<file path="config.mk">
export PLATFORM = sky130hd
export DESIGN_NAME = uart_prog_loader
export DESIGN_NICKNAME = d
export VERILOG_FILES = /design/src/rtl/uart_prog_loader_pkg.sv /design/src/rtl/uart_prog_loader_timeout.sv /design/src/rtl/uart_prog_loader.sv
export SDC_FILE = /design/constraint.sdc
export NUM_CORES = 1
export LEC_CHECK = 0
export ABC_CLOCK_PERIOD_IN_PS = 3820
export CAP_MARGIN = 20
export CORE_ASPECT_RATIO = 1.2
export CORE_MARGIN = 2
export CORE_UTILIZATION = 29
export CTS_BUF_LIST = sky130_fd_sc_hd__clkbuf_16
export CTS_CLUSTER_SIZE = 25
export DETAILED_ROUTE_END_ITERATION = 7
export MAX_ROUTING_LAYER = met4
export PLACE_DENSITY_LB_ADDON = 0.12
export SYNTH_ARGS = -nofsm -noshare
export SYNTH_HDL_FRONTEND = slang
export SYNTH_SLANG_ARGS = --single-unit
</file>
<file path="constraint.sdc">
create_clock -name upg_clk_i -period 3.82 [get_ports upg_clk_i]
set_clock_uncertainty 0.05 [all_clocks]
set_input_delay 0.955 -clock upg_clk_i [delete_from_list [all_inputs] [get_ports upg_clk_i]]
set_output_delay 0.955 -clock upg_clk_i [all_outputs]
set_load 0.02 [all_outputs]
</file>
<file path="src/rtl/uart_prog_loader_pkg.sv">
// rtl/uart_prog_loader_pkg.sv - shared state encoding and image-format constants for the ROM loader
package uart_prog_loader_pkg;

   typedef enum logic [2:0] {
      ST_IDLE   = 3'd0,
      ST_HDR_HI = 3'd1,
      ST_DATA   = 3'd2,
      ST_DONE   = 3'd3,
      ST_ERROR  = 3'd4
   } loader_state_e;

   localparam int unsigned HDR_BYTES      = 2;
   localparam int unsigned BYTES_PER_WORD = 4;

endpackage

</file>
<file path="src/rtl/uart_prog_loader_timeout.sv">
// rtl/uart_prog_loader_timeout.sv - idle-cycle counter that pulses expire_o when the byte gap gets too long
module upg_timeout_cnt #(
   parameter int unsigned TIMEOUT_CYCLES = 10_000_000
) (
   input  logic clk_i,
   input  logic rst_i,
   input  logic clr_i,
   input  logic en_i,
   output logic expire_o
);

   localparam int unsigned CNT_W = $clog2(TIMEOUT_CYCLES + 1);
   localparam logic [CNT_W-1:0] LIMIT = CNT_W'(TIMEOUT_CYCLES);

   logic [CNT_W-1:0] cnt_q, cnt_d;

   // Saturates at LIMIT so expire stays asserted until the owner leaves the active states.
   always_comb begin
      cnt_d = cnt_q;
      if (clr_i || !en_i) begin
         cnt_d = '0;
      end else if (cnt_q != LIMIT) begin
         cnt_d = cnt_q + CNT_W'(1);
      end
   end

   always_ff @(posedge clk_i) begin
      if (rst_i) begin
         cnt_q <= '0;
      end else begin
         cnt_q <= cnt_d;
      end
   end

   assign expire_o = en_i && !clr_i && (cnt_q == LIMIT);

endmodule

</file>
<file path="src/rtl/uart_prog_loader.sv">
// rtl/uart_prog_loader.sv - turns a UART byte stream (16-bit count + LE words) into program ROM word writes
module uart_prog_loader
   import uart_prog_loader_pkg::*;
#(
   parameter int unsigned ADDR_W         = 14,
   parameter int unsigned TIMEOUT_CYCLES = 10_000_000
) (
   input  logic              upg_clk_i,
   input  logic              upg_rst_i,
   input  logic              rx_valid_i,
   input  logic [7:0]        rx_data_i,
   output logic              upg_wen_o,
   output logic [ADDR_W-1:0] upg_adr_o,
   output logic [31:0]       upg_dat_o,
   output logic              upg_done_o,
   output logic              upg_err_o,
   output logic              busy_o
);

   localparam int unsigned CMP_W = (ADDR_W + 1 > 16) ? ADDR_W + 1 : 16;
   localparam logic [CMP_W-1:0] MAX_WORDS = CMP_W'(1) << ADDR_W;
   localparam logic [1:0] LAST_BYTE = 2'(BYTES_PER_WORD - 1);

   loader_state_e     state_q, state_d;
   logic [15:0]       n_q, n_d;
   logic [1:0]        byte_cnt_q, byte_cnt_d;
   logic [23:0]       asm_q, asm_d;
   logic [ADDR_W:0]   widx_q, widx_d;
   logic              wen_q, wen_d;
   logic [ADDR_W-1:0] adr_q, adr_d;
   logic [31:0]       dat_q, dat_d;

   logic [15:0]       hdr_n;
   logic              all_written;
   logic              tmo_en;
   logic              tmo_expire;

   assign tmo_en = (state_q == ST_HDR_HI) || (state_q == ST_DATA);

   upg_timeout_cnt #(
      .TIMEOUT_CYCLES (TIMEOUT_CYCLES)
   ) u_timeout (
      .clk_i    (upg_clk_i),
      .rst_i    (upg_rst_i),
      .clr_i    (rx_valid_i),
      .en_i     (tmo_en),
      .expire_o (tmo_expire)
   );

   always_comb begin
      state_d     = state_q;
      n_d         = n_q;
      byte_cnt_d  = byte_cnt_q;
      asm_d       = asm_q;
      widx_d      = widx_q;
      wen_d       = 1'b0;
      adr_d       = adr_q;
      dat_d       = dat_q;
      hdr_n       = {rx_data_i, n_q[7:0]};
      all_written = (CMP_W'(widx_q) == CMP_W'(n_q));

      case (state_q)
         ST_IDLE: begin
            if (rx_valid_i) begin
               n_d     = {8'h00, rx_data_i};
               state_d = ST_HDR_HI;
            end
         end
         ST_HDR_HI: begin
            if (tmo_expire) begin
               state_d = ST_ERROR;
            end else if (rx_valid_i) begin
               n_d = hdr_n;
               if (hdr_n == 16'd0) begin
                  state_d = ST_DONE;
               end else if (CMP_W'(hdr_n) > MAX_WORDS) begin
                  state_d = ST_ERROR;
               end else begin
                  state_d = ST_DATA;
               end
            end
         end
         ST_DATA: begin
            // widx only advances alongside a write, so all_written first holds in the last wen cycle.
            if (all_written) begin
               state_d = ST_DONE;
            end else if (tmo_expire) begin
               state_d = ST_ERROR;
            end else if (rx_valid_i) begin
               if (byte_cnt_q == LAST_BYTE) begin
                  wen_d      = 1'b1;
                  adr_d      = widx_q[ADDR_W-1:0];
                  dat_d      = {rx_data_i, asm_q};
                  widx_d     = widx_q + (ADDR_W + 1)'(1);
                  byte_cnt_d = 2'd0;
               end else begin
                  case (byte_cnt_q)
                     2'd0:    asm_d[7:0]   = rx_data_i;
                     2'd1:    asm_d[15:8]  = rx_data_i;
                     default: asm_d[23:16] = rx_data_i;
                  endcase
                  byte_cnt_d = byte_cnt_q + 2'd1;
               end
            end
         end
         default: begin
         end
      endcase
   end

   always_ff @(posedge upg_clk_i) begin
      if (upg_rst_i) begin
         state_q    <= ST_IDLE;
         n_q        <= '0;
         byte_cnt_q <= '0;
         asm_q      <= '0;
         widx_q     <= '0;
         wen_q      <= 1'b0;
         adr_q      <= '0;
         dat_q      <= '0;
      end else begin
         state_q    <= state_d;
         n_q        <= n_d;
         byte_cnt_q <= byte_cnt_d;
         asm_q      <= asm_d;
         widx_q     <= widx_d;
         wen_q      <= wen_d;
         adr_q      <= adr_d;
         dat_q      <= dat_d;
      end
   end

   assign upg_wen_o  = wen_q;
   assign upg_adr_o  = adr_q;
   assign upg_dat_o  = dat_q;
   assign upg_done_o = (state_q == ST_DONE);
   assign upg_err_o  = (state_q == ST_ERROR);
   assign busy_o     = tmo_en;

endmodule
</file>
Word level (Yosys, flattened, before mapping)
Index checks and enable logic that the tools add are counted.
- flip-flop bits (word level): 131
- word-level logic and storage cells: 73
- add/subtract/negate cells: 3
- magnitude comparators: 1
- equality and inequality tests: 14
- mux-type cells: 14
- bitwise operators: 7
- reductions and logical operators: 22
- operators with widths (cell ; count):
    $mux 16 ; 3
    $pmux 16 s2 ; 1
    $add 24x1->24 const B ; 1
    $eq 24x24->1 const B ; 1
    $ne 24x24->1 const B ; 1
    $mux 3 ; 7
    $reduce_and 6->1 ; 3
    $eq 15x16->1 ; 1
    $gt 16x15->1 const B ; 1
    $logic_not 16->1 ; 1
    $add 15x1->15 const B ; 1
    $reduce_and 4->1 ; 3
    $pmux 3 s3 ; 1
    $not 1->1 ; 7
    $eq 3x2->1 const B ; 2
    $ne 2x2->1 const B ; 3
    $ne 3x3->1 const B ; 2
    $reduce_and 5->1 ; 1
    $reduce_or 5->1 ; 1
    $reduce_or 2->1 ; 2
    $eq 3x1->1 const B ; 1
    $eq 3x3->1 const B ; 1
    $logic_not 3->1 ; 1
    $reduce_and 3->1 ; 1
    11 further kinds ; 14

Longest topological paths before layout
- depth in word-level cells: 7
- mapped depth: 8
- mapped depth without buffers: 8

Hierarchy
From an unflattened synthesis, not the netlist that was laid out.
- cell total of the unflattened synthesis: 671
- area total of the unflattened synthesis: 5626.6 µm²
- modules (own cells, without submodules) (module ; times used ; cells each ; area an instance (µm²)):
    uart_prog_loader ; 1 ; 520 ; 4391.7
    upg_timeout_cnt ; 1 ; 151 ; 1234.9

Worst setup path after synthesis
OpenSTA, ideal clock, no wires.
- kind: input to register
- start: in rx_valid_i
- end: reg widx_q[11]
- setup time: 70 ps
- data arrival time: 2244 ps
- slack: 1455 ps
- cell stages on the path: 6
- buffers on the path: 1
- path through: inv_1 nor3_4 nand2_2 buf_6 or4_1 a21oi_1
- word-level cells in the longest chain between the ends: 5
- ends and longest elaborated chain (item ; line ; RTL):
    start, declared ; uart_prog_loader.sv:10 ; input logic rx_valid_i,
    $logic_not 1->1 ; uart_prog_loader_timeout.sv:35 ; assign expire_o = en_i && !clr_i && (cnt_q == LIMIT);
    $logic_and 1x1->1 (2 in a row) ; uart_prog_loader_timeout.sv:35 ;
    $not 1->1 (no source line) ; n/a ;
    $reduce_and 5->1 (no source line) (*) ; n/a ;
    end signal, assigned ; uart_prog_loader.sv:126 ; widx_q <= widx_d;
    end, declared ; uart_prog_loader.sv:28 ; logic [ADDR_W:0] widx_q, widx_d;
Mark *: on every way between the ends. The rest lies on a longest branch, timed or not.
A chain may end at the register's enable or synchronous reset.

Final worst setup path
- start: reg state_q[2]
- end: out upg_err_o
- word-level cells in the longest chain between the ends: 1
- ends and longest elaborated chain (item ; line ; RTL):
    start, declared ; uart_prog_loader.sv:24 ; loader_state_e state_q, state_d;
    start signal, assigned ; uart_prog_loader.sv:122 ; state_q <= state_d;
    $eq 3x3->1 ; uart_prog_loader.sv:137 ; assign upg_err_o = (state_q == ST_ERROR);
    end, declared ; uart_prog_loader.sv:16 ; output logic upg_err_o,
No other way between the ends.

==> metrics.txt <==
status complete, no violations; Max-cap violations 0; Vias 4479; Register Area between 2000 and 3000 um^2; CTS buffer count 17; unrepaired setup endpoints after global routing false; num rows 55; Critical Path AT between 2 and 2.5 ns; post-CTS setup buffers 0; drt drc 0; worst reg-to-reg path cell count 8; R2R Path End upg_dat_o[13]; fill cell count 1966; Clk Latency, worst-skew pair about 0.42 ns; Post-Synthesis Cells 647; critical path class reg -> out; Worst Hold Class reg -> reg; drt total wl ~14000 um; LEAKAGE around 2.6 nW; grt total ovfl 0; Worst Path Required 2.81 ns; total power 0.003566 W; most frequent cells in the layout nand2_1, dfxtp_1, a21oi_1; worst-case clock buffer depth 2; vias in the first global route approximately 4400; final setup vio count 0; Detailed Place HPWL around 9600 um; Hold Path Sink upg_dat_o[25]; Worst Tran Pin Value around 0.59 ns; final max-slew violation count 0; gpl congestion ~0.83; Pre-Repair DR Iteration Count 5; initial antenna violation count 0; most common cell after layout, fill and taps aside nand2_1; clk slew on worst S/H paths roughly 0.050 ns; DR WL/cell 14.35 um; max frequency between 300 and 400 MHz; Layout area overhead 26.49%; largest net degree at the start of global routing 55; # hold bufs at CTS 0; Die Ht 154.4 um; Worst VDD drop between 0.2 and 0.3 mV; reg2reg start widx_q[0]; IO Port Bufs 60; Synth Net Count ~670; Final Cycle Share 78.82%; Synth Area per Inst roughly 8.4 um^2; final hold viol count 0; Nets about 720; ant diodes 0; antenna-violating nets left 0; register area share after synthesis 47.99%; Post-CTS Resized 0; Min Clock Period, post-route around 3 ns; reg2reg setup slack between 1 and 1.5 ns; post-synth cell types 42; CP startpoint kind flip-flop; Max-slew headroom approximately 61%; Yosys Warn Count 0; Multi-input gate area ~2600 um^2; core box area 18650 um^2; Via-to-Cell Ratio about 4.6; H-tree Lvls 4; CTS tree yes; DIE WIDTH around 130 um; Max FO, Critical Path 15; first-pass GRT wire length 22870 um; register bit count reported by yosys about 130; overall global routing resource usage between 10% and 20%; Mapped Area between 5000 and 6000 um^2; hold depth 2; io pins 61; CP endpoint kind output pin; Hold Startpoint upg_dat_o[25]; die area ~20000 um^2; Clock Root Buffer clkbuf_16; Initial Util 29.31%; Pwr Density between 500 and 600 nW/um^2; share of layout cells above drive strength 1 approximately 6.7%; CTS sink cnt 131; DRT iter0 DRCs about 280; final setup TNS 0 ns
[worst max-delay path by stage]
stage	slack, ns	cells past startpoint	to	start
5_1_grt	0.70	2	upg_err_o	state_q[2]
4_1_cts	0.76	2	upg_err_o	state_q[2]
6_report	0.81	2	upg_err_o	state_q[2]
2_1_floorplan	1.46	6	widx_q[11]	rx_valid_i
3_5_place_dp	0.71	7	asm_q[3]	rx_valid_i
3_3_place_gp	0.78	7	asm_q[3]	rx_valid_i
[cells in the mapped netlist, drive strengths merged]
| cell type | instances | area, um^2 |
|---|---|---|
| xor2 | 31 | 271.5 |
| or4 | 6 | 45.04 |
| nor2 | 62 | 232.7 |
| a31oi | 2 | 12.51 |
| a211o | 1 | 8.760 |
| mux2i | 26 | 260.3 |
| inv | 11 | 41.29 |
| a211oi | 2 | 15.01 |
| mux2 | 1 | 11.26 |
| nor3b | 3 | 22.52 |
| o21ai | 8 | 40.04 |
| and4 | 4 | 35.03 |
| o311ai | 1 | 8.760 |
| nand2b | 3 | 26.27 |
| or2 | 1 | 6.260 |
| buf | 12 | 86.33 |
| nand2 | 138 | 523.0 |
| dfxtp | 131 | 2623 |
| and3 | 7 | 43.79 |
| clkbuf | 24 | 90.09 |
| nand4b | 2 | 23.77 |
| o41ai | 1 | 8.760 |
| nor4b | 2 | 17.52 |
| nor3 | 10 | 61.31 |
| nand4 | 11 | 68.82 |
| or3 | 8 | 50.05 |
| and2 | 2 | 12.51 |
| nor2b | 4 | 25.02 |
| ha | 7 | 87.58 |
| o31ai | 4 | 30.03 |
| nor4 | 9 | 56.30 |
| o21a | 2 | 15.01 |
| a21oi | 78 | 390.4 |
| xnor2 | 10 | 87.58 |
| nand3 | 23 | 127.6 |
[sequential cells by signal, summed over array words and instances, names as in the netlist]
register and cells:
u_timeout.cnt_q 24, state_q 3, byte_cnt_q 2, n_q 16, upg_adr_o 14, upg_wen_o 1, widx_q 15, upg_dat_o 32
asm_q 24
[layer usage]
layer / vias up / track usage [%] / routed length (um)
met5: - / - / 0
met4: 0 / 4.296 / 113
met3: 11 / 3.597 / 435
met2: 66 / 24.36 / 6890
met1: 2100 / 18.60 / 6520
li1: 2302 / - / -
[kinds of logic (layout without fill, tap and decap cells)]
group | count (synthesis) | count (layout) | share of synthesized area (%)
and+or+nand+nor | 295 | 295 | 25.21
adders and majority gates | 7 | 7 | 1.602
AOI/OAI and AO/OA | 99 | 99 | 9.684
buffers and inverters | 47 | 117 | 3.984
DFF | 131 | 131 | 47.99
muxes | 27 | 27 | 4.968
xor gates and xnor gates | 41 | 41 | 6.570
[worst max-delay path, stage by stage, from the launching register on]
cell and delay (ns):
dfxtp_1 0.64, nor3b_1 0.30, clkdlybuf4s50_1 0.65
[where the power goes]
group | switching (W) | internal [W]
clock | 0.000587 | 0.00107
combinational | 0.000272 | 0.000164
sequential | 0.0000562 | 0.00141
[final cells by class]
cell class              instances  area share, %
multi-input cells             469          37.97
flip-flops and latches        131          37.94
repair buffers                 74          10.17
clock buffers                  17          6.154
well taps                     256          4.633
clock inverters                15          2.534
inverters                      11         0.5973
[metrics by stage]
| step | setup slack (ns) | hold slack [ns] | std cells | util [%] | instance area [um^2] |
|---|---|---|---|---|---|
| 2_1_floorplan | 1.455 | 0.3815 | 647 | - | 5465 |
| 3_3_place_gp | 0.7792 | 0.3950 | 941 | 33.85 | 6312 |
| 3_5_place_dp | 0.7074 | 0.3954 | 941 | 33.85 | 6312 |
| 4_1_cts | 0.7605 | 0.4039 | 973 | 37.07 | 6913 |
| 5_1_grt | 0.7005 | 0.4256 | 973 | 37.07 | 6913 |
| 6_report | 0.8090 | 0.4010 | 973 | 37.07 | 6913 |
No activity file was read; power rests on OpenSTA's default activity.
